<file path="config.mk">
export PLATFORM = sky130hd
export DESIGN_NAME = uart_rx_ext
export DESIGN_NICKNAME = d
export VERILOG_FILES = /design/src/rtl/uart_pkg.sv /design/src/rtl/sync_2ff.sv /design/src/rtl/uart_rx_ext.sv
export SDC_FILE = /design/constraint.sdc
export NUM_CORES = 1
export LEC_CHECK = 0
export BUFFER_PORTS_ARGS = -buffer_cell sky130_fd_sc_hd__buf_2
export CAP_MARGIN = 20
export CORE_MARGIN = 3
export CORE_UTILIZATION = 54
export DETAILED_ROUTE_END_ITERATION = 6
export PLACE_DENSITY_LB_ADDON = 0.08
export SYNTH_ARGS = -nofsm -noshare
export SYNTH_HDL_FRONTEND = slang
export SYNTH_SLANG_ARGS = --single-unit
</file>
<file path="constraint.sdc">
create_clock -name clk -period 2.1 [get_ports clk]
set_input_delay 0.105 -clock clk [delete_from_list [all_inputs] [get_ports clk]]
set_output_delay 0.105 -clock clk [all_outputs]
set_load 0.05 [all_outputs]
</file>
<file path="src/rtl/uart_pkg.sv">
// Shared types and constants for the UART receive path.
package uart_pkg;

  // Receiver FSM states
  typedef enum logic [2:0] {
    IDLE      = 3'd0,
    START     = 3'd1,
    DATA      = 3'd2,
    PARITY    = 3'd3,
    STOP      = 3'd4,
    WAIT_HIGH = 3'd5
  } rx_state_e;

  // Parity sense selectors for the PARITY_ODD parameter
  localparam int unsigned PARITY_EVEN    = 0;
  localparam int unsigned PARITY_ODD_SEL = 1;

  // 50 MHz system clock at 115200 baud
  localparam int unsigned CLKS_PER_BIT_115200 = 434;

endpackage

</file>
<file path="src/rtl/sync_2ff.sv">
// Generic single-bit two-flop synchroniser for asynchronous inputs.
module sync_2ff #(
  parameter logic RESET_VAL = 1'b1
) (
  input  logic clk,
  input  logic rst,
  input  logic i_d,
  output logic o_q
);

  logic r_meta;
  logic r_sync;

  // Two-stage capture; reset value matches the idle level of the input
  always_ff @(posedge clk) begin
    if (rst) begin
      r_meta <= RESET_VAL;
      r_sync <= RESET_VAL;
    end else begin
      r_meta <= i_d;
      r_sync <= r_meta;
    end
  end

  assign o_q = r_sync;

endmodule

</file>
<file path="src/rtl/uart_rx_ext.sv">
// UART receiver: synchronised input, mid-bit sampling, glitch rejection,
// framing check, optional parity check (enabled by UART_RX_PARITY_EN).
module uart_rx_ext
  import uart_pkg::*;
#(
  parameter int unsigned CLKS_PER_BIT = CLKS_PER_BIT_115200,
  parameter int unsigned DATA_BITS    = 8,
  parameter int unsigned STOP_BITS    = 1,
  parameter int unsigned PARITY_ODD   = PARITY_EVEN
) (
  input  logic                 clk,
  input  logic                 rst,
  input  logic                 uart_rxd,
  output logic                 data_valid,
  output logic [DATA_BITS-1:0] data,
  output logic                 frame_err,
  output logic                 parity_err,
  output logic                 rx_busy
);

`ifdef UART_RX_PARITY_EN
  localparam int unsigned PAR_BITS = 1;
`else
  localparam int unsigned PAR_BITS = 0;
`endif

  localparam int unsigned CNT_W = $clog2(CLKS_PER_BIT);
  localparam int unsigned IDX_W = $clog2(DATA_BITS + STOP_BITS + 2);

  localparam logic [CNT_W-1:0] HALF_LAST  = CNT_W'(CLKS_PER_BIT / 2 - 1);
  localparam logic [CNT_W-1:0] BIT_LAST   = CNT_W'(CLKS_PER_BIT - 1);
  localparam logic [IDX_W-1:0] DATA_LAST  = IDX_W'(DATA_BITS - 1);
  localparam logic [IDX_W-1:0] FRAME_LAST = IDX_W'(DATA_BITS + PAR_BITS + STOP_BITS - 1);

  logic                 w_rxd_s;
  logic                 w_tick;
  logic                 w_stop_bad;
  rx_state_e            r_state;
  logic [CNT_W-1:0]     r_cnt;
  logic [IDX_W-1:0]     r_idx;
  logic [DATA_BITS-1:0] r_shift;
  logic                 r_ferr_acc;
  logic                 r_valid;
  logic [DATA_BITS-1:0] r_data;
  logic                 r_ferr;
  logic                 r_busy;

`ifdef UART_RX_PARITY_EN
  logic r_perr_acc;
  logic r_perr;
  logic w_par_sel;
  assign w_par_sel = 1'(PARITY_ODD);
`else
  logic w_unused_par;
  assign w_unused_par = 1'(PARITY_ODD);
`endif

  sync_2ff #(
    .RESET_VAL (1'b1)
  ) u_sync (
    .clk (clk),
    .rst (rst),
    .i_d (uart_rxd),
    .o_q (w_rxd_s)
  );

  assign w_tick     = (r_cnt == BIT_LAST);
  assign w_stop_bad = r_ferr_acc | ~w_rxd_s;

  // Receiver FSM: bit timing, shift register, error accumulation, result load
  always_ff @(posedge clk) begin
    if (rst) begin
      r_state    <= IDLE;
      r_cnt      <= '0;
      r_idx      <= '0;
      r_shift    <= '0;
      r_ferr_acc <= 1'b0;
      r_valid    <= 1'b0;
      r_data     <= '0;
      r_ferr     <= 1'b0;
      r_busy     <= 1'b0;
`ifdef UART_RX_PARITY_EN
      r_perr_acc <= 1'b0;
      r_perr     <= 1'b0;
`endif
    end else begin
      // Strobe and error flags live for a single cycle
      r_valid <= 1'b0;
      r_ferr  <= 1'b0;
`ifdef UART_RX_PARITY_EN
      r_perr  <= 1'b0;
`endif
      case (r_state)
        IDLE: begin
          r_cnt <= '0;
          r_idx <= '0;
          if (!w_rxd_s) begin
            r_state    <= START;
            r_busy     <= 1'b1;
            r_ferr_acc <= 1'b0;
`ifdef UART_RX_PARITY_EN
            r_perr_acc <= 1'b0;
`endif
          end
        end

        START: begin
          if (r_cnt == HALF_LAST) begin
            r_cnt <= '0;
            if (!w_rxd_s) begin
              r_state <= DATA;
            end else begin
              // Line went back high before mid-bit: treat as noise
              r_state <= IDLE;
              r_busy  <= 1'b0;
            end
          end else begin
            r_cnt <= r_cnt + CNT_W'(1);
          end
        end

        DATA: begin
          if (w_tick) begin
            r_cnt   <= '0;
            r_idx   <= r_idx + IDX_W'(1);
            r_shift <= {w_rxd_s, r_shift[DATA_BITS-1:1]};
            if (r_idx == DATA_LAST) begin
`ifdef UART_RX_PARITY_EN
              r_state <= PARITY;
`else
              r_state <= STOP;
`endif
            end
          end else begin
            r_cnt <= r_cnt + CNT_W'(1);
          end
        end

        PARITY: begin
`ifdef UART_RX_PARITY_EN
          if (w_tick) begin
            r_cnt   <= '0;
            r_idx   <= r_idx + IDX_W'(1);
            r_state <= STOP;
            if (w_rxd_s != ((^r_shift) ^ w_par_sel)) begin
              r_perr_acc <= 1'b1;
            end
          end else begin
            r_cnt <= r_cnt + CNT_W'(1);
          end
`else
          r_state <= IDLE;
          r_busy  <= 1'b0;
`endif
        end

        STOP: begin
          if (w_tick) begin
            r_cnt <= '0;
            r_idx <= r_idx + IDX_W'(1);
            if (!w_rxd_s) begin
              r_ferr_acc <= 1'b1;
            end
            if (r_idx == FRAME_LAST) begin
              r_valid <= 1'b1;
              r_data  <= r_shift;
              r_ferr  <= w_stop_bad;
`ifdef UART_RX_PARITY_EN
              r_perr  <= r_perr_acc;
`endif
              // A low stop bit may be a break; wait for idle before rearming
              if (w_stop_bad) begin
                r_state <= WAIT_HIGH;
              end else begin
                r_state <= IDLE;
                r_busy  <= 1'b0;
              end
            end
          end else begin
            r_cnt <= r_cnt + CNT_W'(1);
          end
        end

        WAIT_HIGH: begin
          if (w_rxd_s) begin
            r_state <= IDLE;
            r_busy  <= 1'b0;
          end
        end

        default: begin
          r_state <= IDLE;
          r_busy  <= 1'b0;
        end
      endcase
    end
  end

  assign data_valid = r_valid;
  assign data       = r_data;
  assign frame_err  = r_ferr;
  assign rx_busy    = r_busy;
`ifdef UART_RX_PARITY_EN
  assign parity_err = r_perr;
`else
  assign parity_err = 1'b0;
`endif

endmodule

</file>
==> flow_summary.ini <==
[status]
outcome = finished clean

[floorplan]
core_region_area_sq_mm = 0.00313
die_h_um = 63.9
die_x_um = 63.9
io_pins = 15
start_util_pct = 57.9
rows = 20
dieArea_sq_mm = 0.00409

[power]
seqPwrFrac_pct = 50.9
p_clk_share_pct = 22.7
p_sw_share_pct = 31.4
total_power_w = 0.00152
peakVddDrop_mv = 0.399
power_density_mw_per_mm2 = 720
comb_power_share_pct = 26.4
p_leak_nw = 0.912
p_int_w = 0.00105
p_switching_w = 0.000478

[sta]
fin_crit_sh_pct = 97.8
hold_viol = 0
grt_setup_unrepaired = yes
fin_crit_ns = 2.05
max_freq_mhz = 487
fin_skew_ns = 0.00962
layout_setup_ws_ns = 0.0470
drv_slew = 0
setup-violations-final = 0

[logic_synthesis]
synth_nets = 222
avgSynthCellArea_sq_um = 8.47
ys_types = 46
netlist_area_sq_mm = 0.00181
ys_ff_latch = 38
yosysSeqAreaShare_pct = 42.0
synth_edf_count = 0
synthArstFlopShare_pct = 0
yosysWarnings = 0
syn_inst = 214
synth-main-ff-cell = dfxtp_1

[worst_hold_path]
holdPathEnd = data[0]
min_delay_path_depth = 2
hp-class = input port to register
hp-start = rst

[cells_and_area]
drive_above_1_share_pct = 21.7
stdcell_area_sq_mm = 0.00212
layout_common_cells = 36 x dfxtp_1, 29 x nor2_1, 26 x nand2_1
nets = 248
layout_commonest_cell = dfxtp_1
num-fill-cells = 263
stdcell_count = 284
final_util_pct = 67.7
area_growth_pct = 16.9
antenna_cells = 0

[critical_path]
reg2reg_slack_ns = 0.05
crit_path_max_fanout = 6
crit_arrival_ns = 2.29
cp-start-kind = register
critPathCaptureType = register
required_ns = 2.34
path_class = register to register
crit-reg2reg-launch = r_cnt[1]
worstReg2RegEnd = r_cnt[5]
worstRegToRegCells = 8

[run]
max_cap_violations = 0

[grt]
grt_overflow = 0
grt_usage_pct = 19.3
grt_max_degree = 19
antenna_found_initial = 0
grt_pass1_vias = 1497
grt_pass1_wl_mm = 6.45

[routing]
wirelength_mm = 3.78
drcViolationCount = 0
drt-initial-drc-count = 143
ant_nets = 0
wire_per_inst_um = 13.3
vias = 1582
vias_per_cell = 5.57
dr.pass1.iters = 5

[placed_design]
place_hpwl_mm = 2.64
portBuffers = 13
dpl.cell_count = 272
placed_area_sq_mm = 0.00198
place_congestion = 0.852
place_ws_ns = 0.0626

[clock_network]
cts_num_sinks = 38
clk_path_buf_depth = 2
cts_buffers = 5
htreeDepth = 2
cts_root_buf = clkbuf_4
cts_tree = built
clk_pin_slew_ns = 0.11
worst_skew_pair.late_latency_ns = 0.33
synth_stat cells, types with 2 or more instances:
cell type,number,area share [%]
a211o_1,5,2.4
ha_1,5,3.5
nor3_1,8,2.2
a31oi_1,2,0.69
dfxtp_1,38,42
nor2b_1,2,0.69
a21o_1,2,0.83
o21ai_1,4,1.1
xnor2_1,3,1.5
buf_2,2,0.55
mux2i_1,9,5.0
nor2_1,29,6.0
inv_1,8,1.7
nand4_1,4,1.4
or2_2,4,1.4
nand2_1,26,5.4
and3b_1,2,0.97
nand3_1,10,2.8
xor2_1,3,1.5
a21oi_1,13,3.6
o21ai_0,5,1.4
clkbuf_1,6,1.2
sequential cells by signal, indices dropped and copies added, names as in the netlist:
register       cells
r_idx              4
data               8
frame_err          1
u_sync.o_q         1
data_valid         1
r_ferr_acc         1
rx_busy            1
r_shift            8
r_state            3
u_sync.r_meta      1
r_cnt              9
power by group through the flow:
stage	sequential [W]	clock, W	combinational [W]
2_1_floorplan	0.000784	0	0.000246
3_3_place_gp	0.000785	0	0.000314
3_5_place_dp	0.000787	0	0.000324
4_1_cts	0.000771	0.000357	0.000327
5_1_grt	0.000781	0.000386	0.000439
6_report	0.000777	0.000346	0.000402
how the worst max path moves through the flow:
stage | endpoint | slack, ns | startpoint
3_3_place_gp | r_cnt[4] | 0.13 | r_cnt[0]
2_1_floorplan | r_cnt[4] | 0.17 | r_cnt[0]
4_1_cts | r_cnt[3] | 0.04 | r_cnt[0]
5_1_grt | r_cnt[5] | -0.03 | r_cnt[1]
6_report | r_cnt[5] | 0.05 | r_cnt[1]
3_5_place_dp | r_cnt[3] | 0.06 | r_cnt[0]
kinds of logic (layout without fill, tap and decap cells):
family                     after synthesis  count (layout)  share of synthesized area [%]
muxes                                    9               9                           4.97
other                                    1               1                          0.207
DFF                                     38              38                           42.0
buffers and inverters                   18              44                           4.49
AOI/OAI and AO/OA                       42              42                           16.1
adders and majority gates                5               5                           3.45
xor gates and xnor gates                 6               6                           2.90
and+or+nand+nor                         95              95                           25.9
worst max-delay path, stage by stage, from the launching register on:
cell and delay [ns]:
dfxtp_2 0.35, inv_2 0.08, ha_4 0.12, or4b_4 0.44, o2111a_2 0.31, o21ai_4 0.21, buf_12 0.14, nor3_2 0.03
a211o_1 0.27
area by class of cell:
cell class	instances	area, sq um	share of cell area, %
Timing Repair Buffer	29	218	10.3
Multi-Input combinational cell	158	1000	47.2
Inverter	8	32.5	1.54
Clock buffer	5	37.5	1.77
Clock inverter	2	10.0	0.473
Sequential cell	38	766	36.1
Tap cell	44	55.1	2.60
layer usage:
layer	GRT usage [%]	vias up	routed length, um	share of wire, %
li1	-	795	-	-
met1	24.2	746	1670	44
met2	32.6	38	1940	51
met3	4.22	3	145	3.8
met4	5.93	0	19	0.50
met5	0	-	0	0
repair_timing:
action,in CTS,in global routing
hold endpoints to repair,1,0
buffers inserted,0,3
setup endpoints to repair,0,5
resized for setup,0,12
hold buffers,1,0
through the flow:
| stage | hold slack [ns] | setup TNS, ns |
|---|---|---|
| 5_1_grt | 0.135 | -0.0877 |
| 4_1_cts | 0.129 | 0 |
| 6_report | 0.131 | 0 |
| 2_1_floorplan | 0.209 | 0 |
| 3_3_place_gp | 0.290 | 0 |
| 3_5_place_dp | 0.290 | 0 |
No activity file was read; power rests on OpenSTA's default activity.
